<file path="config.mk">
export PLATFORM = sky130hd
export DESIGN_NAME = ifid_queue
export DESIGN_NICKNAME = d
export VERILOG_FILES = /design/src/rtl/ifid_queue_pkg.sv /design/src/rtl/ifid_fifo_mem.sv /design/src/rtl/ifid_queue.sv
export SDC_FILE = /design/constraint.sdc
export NUM_CORES = 1
export LEC_CHECK = 0
export ABC_AREA = 1
export ABC_CLOCK_PERIOD_IN_PS = 19200
export CAP_MARGIN = 15
export CORE_ASPECT_RATIO = 1.4
export CORE_MARGIN = 3
export CORE_UTILIZATION = 40
export CTS_CLUSTER_SIZE = 28
export DETAILED_ROUTE_END_ITERATION = 7
export PLACE_DENSITY = 0.67
export SLEW_MARGIN = 20
export SYNTH_ARGS = -nofsm -noshare
export SYNTH_HDL_FRONTEND = slang
export SYNTH_SLANG_ARGS = --single-unit
</file>
<file path="constraint.sdc">
create_clock -name cpu_clk_50M -period 19.2 [get_ports cpu_clk_50M]
set_input_delay 2.88 -clock cpu_clk_50M [delete_from_list [all_inputs] [get_ports cpu_clk_50M]]
set_output_delay 2.88 -clock cpu_clk_50M [all_outputs]
set_load 0.05 [all_outputs]
</file>
<file path="src/rtl/ifid_queue_pkg.sv">
// ifid_queue_pkg: bubble constants and entry layout shared by the IF/ID queue
package ifid_queue_pkg;
  localparam logic [63:0] PC_INIT = 64'h0;
  localparam logic [31:0] ZERO_INST = 32'h0;
  localparam logic JUMP_DISABLE = 1'b0;
  localparam logic TRUE_V = 1'b1;
  localparam logic FALSE_V = 1'b0;
  // entry packs {pc, inst, pc_plus_4, jump_ena, jump_pc}, MSB first
  function automatic int entry_w(int addr_w, int inst_w);
    return 3 * addr_w + inst_w + 1;
  endfunction
  localparam int ENTRY_W = entry_w(64, 32);
endpackage

</file>
<file path="src/rtl/ifid_fifo_mem.sv">
// ifid_fifo_mem: DEPTH x W register array, one write port, one async read port
module ifid_fifo_mem #(
  parameter int DEPTH = 4,
  parameter int W = 225
) (
  input  logic                     cpu_clk_50M,
  input  logic                     we,
  input  logic [$clog2(DEPTH)-1:0] waddr,
  input  logic [W-1:0]             wdata,
  input  logic [$clog2(DEPTH)-1:0] raddr,
  output logic [W-1:0]             rdata
);
  logic [W-1:0] mem [DEPTH];
  always_ff @(posedge cpu_clk_50M)
    if (we) mem[waddr] <= wdata;
  assign rdata = mem[raddr];
endmodule

</file>
<file path="src/rtl/ifid_queue.sv">
// ifid_queue: IF/ID decoupling queue with valid/ready on both sides and one-cycle flush
module ifid_queue
  import ifid_queue_pkg::*;
#(
  parameter int DEPTH = 4,
  parameter int ADDR_W = 64,
  parameter int INST_W = 32
) (
  input  logic                     cpu_clk_50M,
  input  logic                     cpu_rst,
  input  logic                     if_valid,
  output logic                     if_ready,
  input  logic [ADDR_W-1:0]        if_pc,
  input  logic [INST_W-1:0]        if_inst,
  input  logic [ADDR_W-1:0]        if_pc_plus_4,
  input  logic                     if_jump_ena,
  input  logic [ADDR_W-1:0]        if_jump_pc,
  output logic                     id_valid,
  input  logic                     id_ready,
  output logic [ADDR_W-1:0]        id_pc,
  output logic [INST_W-1:0]        id_inst,
  output logic [ADDR_W-1:0]        id_pc_plus_4,
  output logic                     id_jump_ena,
  output logic [ADDR_W-1:0]        id_jump_pc,
  input  logic                     flush,
  input  logic                     excep_flush,
  output logic [$clog2(DEPTH):0]   count
);
  localparam int PW = $clog2(DEPTH);
  localparam int EW = entry_w(ADDR_W, INST_W);
  localparam logic [PW:0] FULL_CNT = (PW + 1)'(DEPTH);
  logic [PW-1:0] wr_ptr, rd_ptr;
  logic [EW-1:0] wdata, rdata;
  logic [ADDR_W-1:0] h_pc, h_pc_plus_4, h_jump_pc;
  logic [INST_W-1:0] h_inst;
  logic h_jump_ena, push, pop;
  assign if_ready = (count == FULL_CNT) ? FALSE_V : TRUE_V;
  assign id_valid = (count == '0) ? FALSE_V : TRUE_V;
  assign push = if_valid & if_ready;
  assign pop = id_valid & id_ready;
  assign wdata = {if_pc, if_inst, if_pc_plus_4, if_jump_ena, if_jump_pc};
  assign {h_pc, h_inst, h_pc_plus_4, h_jump_ena, h_jump_pc} = rdata;
  ifid_fifo_mem #(.DEPTH(DEPTH), .W(EW)) u_mem (
    .cpu_clk_50M(cpu_clk_50M),
    .we(push),
    .waddr(wr_ptr),
    .wdata(wdata),
    .raddr(rd_ptr),
    .rdata(rdata)
  );
  always_ff @(posedge cpu_clk_50M) begin
    if (cpu_rst || flush || excep_flush) begin
      wr_ptr <= '0;
      rd_ptr <= '0;
      count <= '0;
    end else begin
      if (push) wr_ptr <= wr_ptr + 1'b1;
      if (pop) rd_ptr <= rd_ptr + 1'b1;
      count <= count + {{PW{1'b0}}, push} - {{PW{1'b0}}, pop};
    end
  end
  // bubble outputs while empty so decode never sees stale storage
  always_comb begin
    id_pc = id_valid ? h_pc : ADDR_W'(PC_INIT);
    id_inst = id_valid ? h_inst : INST_W'(ZERO_INST);
    id_pc_plus_4 = id_valid ? h_pc_plus_4 : ADDR_W'(PC_INIT);
    id_jump_ena = id_valid ? h_jump_ena : JUMP_DISABLE;
    id_jump_pc = id_valid ? h_jump_pc : ADDR_W'(PC_INIT);
  end
endmodule

</file>
==> reports/summary.txt <==
=====================================================================================
Number of CTS-inserted buffers .........................................           91
Total area of multi-input combinational cells ..........................   7030 sq um
Fraction of final layout cells with drive strength greater than 1 ......       0.0439
Max capacitance violation total ........................................            0
Max clock buf depth ....................................................            3
Clock insertion delay at the later pin of the skew report ..............      0.68 ns
Kind of critical path ..................................................   reg -> out
Rel. slew slack ........................................................        0.178
Average footprint of a synthesized cell ................................   10.7 sq um
Finish-stage setup viols ...............................................            0
Hold/Removal Path Class ................................................   reg -> reg
Weighted congestion at the end of routability-driven global placement ..        0.759
Row Count ..............................................................          134
Total of fill cells in the finished design .............................         8252
Largest stage delay on the critical path ...............................      0.95 ns
Total DRC errors in the routed layout ..................................            0
Drt wl/cell ............................................................ 17.7 microns
Ratio of total power to cell area ...................................... 91.6 nW/um^2
Final Slew Violations ..................................................            0
Maximum number of pins on one net before global-route repair ...........          201
Area growth from synthesis to layout ...................................        22.6%
Met2 global-route usage ................................................        0.331
Critical path cell sequence ............................................ inv_12 -> buf_4 -> buf_4 -> nand2_1 -> nand3_1 -> a21oi_1 -> clkdlybuf4s50_1
Post-CTS Setup Bufs ....................................................            0
Clock slew seen by the registers of the worst setup and hold paths .....      0.06 ns
I/O pins ...............................................................          461
Slowest cell on the critical path ...................................... sky130_fd_sc_hd__buf_4
Die Area ............................................................... 100000 sq um
Cell variety after synth ...............................................           19
Leakage Power ..........................................................      19.8 nW
Pwr Total ..............................................................      4.33 mW
Remaining antenna violation count after routing ........................            0
CTS tree ...............................................................          yes
Initial antenna violation count ........................................           15
Detailed-router iteration count before antenna repair ..................            6
Worst slew pin tran ....................................................      1.23 ns
Initial core utilization ...............................................        0.404
Overall routed net length .............................................. 94500 microns
FF-to-FF path depth ....................................................            7
Capture point of the worst path ........................................ id_jump_pc[58]
Signal arrival time at the worst endpoint ..............................      4.85 ns
Most used routing layer ................................................         met2
Outcome ................................................................ complete, no violations
Cell repeated most along the worst path ................................ sky130_fd_sc_hd__buf_4
Net count of the mapped netlist ........................................         3856
Highest-count cells in the layout ignoring fill and taps ............... sky130_fd_sc_hd__inv_1, sky130_fd_sc_hd__nand2_1, sky130_fd_sc_hd__edfxtp_1, sky130_fd_sc_hd__clkdlybuf4s50_1, sky130_fd_sc_hd__nand3_1
Setup repair after global routing missed its margin ....................           no
Minimum setup slack among reg-to-reg paths .............................     14.74 ns
Most frequent standard cell in the layout excluding fill and tap cells . sky130_fd_sc_hd__inv_1
Post-Route Skew ........................................................    0.0252 ns
Core area ..............................................................  95400 sq um
CP Data Required Time ..................................................     16.32 ns
# hold bufs at CTS .....................................................            0
Global-route congestion overflow total .................................            0
Sink count of the clock tree ...........................................          909
Peak Freq ..............................................................      129 MHz
Port-buffer cells ......................................................          460
Detailed router's first-iteration violation count ......................         1589
Overall Global Routing Usage ...........................................        0.185
Number of global-route vias before repair ..............................        24700
Vias ...................................................................        25200
Worst-case vdd ir drop .................................................    0.0796 mV
Buffer cell driving the clock tree root ................................ sky130_fd_sc_hd__clkbuf_16
Share of synthesized area occupied by flip-flops and latches ...........        0.706
DIE WIDTH ..............................................................  268 microns
Critical Path End Type ................................................. primary output
Flip-flop and latch area ...............................................  27200 sq um
Number of warning messages in the yosys log ............................            0
Global-route met1 utilization ..........................................        0.212
Met3 demand-to-capacity share in global routing ........................       0.0419
Net total in the final layout ..........................................         4265
Number of hold violations in the final report ..........................            0
Synthesized cell area ..................................................  38500 sq um
Count of mapped cells out of synthesis .................................         3618
Avg Vias per Cell ......................................................         4.73
Post-route setup TNS ...................................................         0 ns
Die H ..................................................................  373 microns
Tmin final .............................................................      7.73 ns
Seq cells post-synth ...................................................          909
CTS-repair resized insts ...............................................            0
Reg-to-reg startpoint .................................................. count[1]$_SDFF_PP0_
Wire length of the first global-routing pass ........................... 143000 microns
Setup crit start kind ..................................................    flip-flop
Maximum level of the CTS H-tree ........................................            3
Endpoint of the most critical register-to-register path ................ u_mem.mem[0][87]$_DFFE_PP_
Number of stages on the worst hold path ................................            2
Share of the clock period used by the worst path .......................        0.403
Worst-path fanout max ..................................................          177
Placed wire-length estimate after detailed placement ................... 54500 microns
=====================================================================================
final cells by class:
type                    instances  share of cell area
flip-flops and latches        909               0.576
multi-input cells            1618               0.149
repair buffers                488               0.103
inverters                     919              0.0736
clock buffers                 107              0.0508
well taps                    1224              0.0324
clock inverters                62              0.0158
diodes                          8            0.000423
cell usage after synthesis:
| cell type | n | share of area |
|---|---|---|
| sky130_fd_sc_hd__a21oi_1 | 230 | 0.030 |
| sky130_fd_sc_hd__nor2_1 | 14 | 0.0014 |
| sky130_fd_sc_hd__fa_1 | 1 | 0.00052 |
| sky130_fd_sc_hd__buf_1 | 3 | 0.00029 |
| sky130_fd_sc_hd__nand2_1 | 911 | 0.089 |
| sky130_fd_sc_hd__nor3_1 | 1 | 0.00013 |
| sky130_fd_sc_hd__inv_2 | 2 | 0.00019 |
| sky130_fd_sc_hd__buf_4 | 19 | 0.0037 |
| sky130_fd_sc_hd__edfxtp_1 | 900 | 0.70 |
| sky130_fd_sc_hd__clkinv_2 | 1 | 0.00013 |
| sky130_fd_sc_hd__buf_2 | 121 | 0.016 |
| sky130_fd_sc_hd__inv_4 | 1 | 0.00016 |
| sky130_fd_sc_hd__nand2_2 | 1 | 0.00016 |
| sky130_fd_sc_hd__clkbuf_1 | 27 | 0.0026 |
| sky130_fd_sc_hd__ha_1 | 6 | 0.0019 |
| sky130_fd_sc_hd__inv_1 | 915 | 0.089 |
| sky130_fd_sc_hd__dfxtp_1 | 9 | 0.0047 |
| sky130_fd_sc_hd__nand3_1 | 454 | 0.059 |
| sky130_fd_sc_hd__buf_6 | 2 | 0.00058 |
per-stage QoR:
stage / worst slack [ns] / utilization / hold WS, ns / instance area (sq um) / cells
6_report: 11.47 / 0.496 / 0.492 / 47300 / 5335
3_5_place_dp: 11.84 / 0.462 / 0.481 / 44100 / 5158
5_1_grt: 11.11 / 0.495 / 0.511 / 47300 / 5333
2_1_floorplan: 6.02 / - / 0.448 / 38500 / 3618
4_1_cts: 11.23 / 0.495 / 0.492 / 47300 / 5327
3_3_place_gp: 11.87 / 0.462 / 0.464 / 44100 / 5158
worst max-delay path, delay by kind of cell (launching register included):
| kind | cells | cell delay [ns] |
|---|---|---|
| DFF | 1 | 0.54 |
| buffers and inverters | 4 | 3.01 |
| and+or+nand+nor | 2 | 0.31 |
| AOI/OAI and AO/OA | 1 | 0.13 |
metal layers:
layer / share of wire / wire (microns) / up-vias
met5: 0.00093 / 88 / -
met4: 0.033 / 3120 / 14
met3: 0.062 / 5820 / 169
met2: 0.52 / 49300 / 650
met1: 0.38 / 36100 / 12100
li1: - / - / 12300
report_power, final:
group | switching (mW) | internal [mW] | total [mW]
Clock | 0.758 | 1.09 | 1.85
Combinational | 0.153 | 0.0893 | 0.242
Sequential | 0.00963 | 2.23 | 2.24
sequential cells by signal, summed over array words and instances (netlist names), named ones only:
name       count
rd_ptr         2
u_mem.mem    900
count          3
wr_ptr         2
logic make-up (layout without fill, tap and decap cells):
kind of cell | after synthesis | in the layout | share of synthesized area
AOI/OAI and AO/OA | 230 | 230 | 0.0299
adders and majority gates | 7 | 7 | 0.00247
buffers and inverters | 1091 | 1576 | 0.113
DFF | 909 | 909 | 0.706
other | 0 | 8 | 0
and+or+nand+nor | 1381 | 1381 | 0.149
worst min path at each step:
stage / start / end
6_report: rd_ptr[0]$_SDFFE_PP0P_ / flip-flop
5_1_grt: rd_ptr[0]$_SDFFE_PP0P_ / flip-flop
2_1_floorplan: rd_ptr[0]$_SDFFE_PP0P_ / flip-flop
3_5_place_dp: rd_ptr[0]$_SDFFE_PP0P_ / flip-flop
3_3_place_gp: rd_ptr[0]$_SDFFE_PP0P_ / flip-flop
4_1_cts: rd_ptr[0]$_SDFFE_PP0P_ / flip-flop
Power figures use the tool's default switching activity.
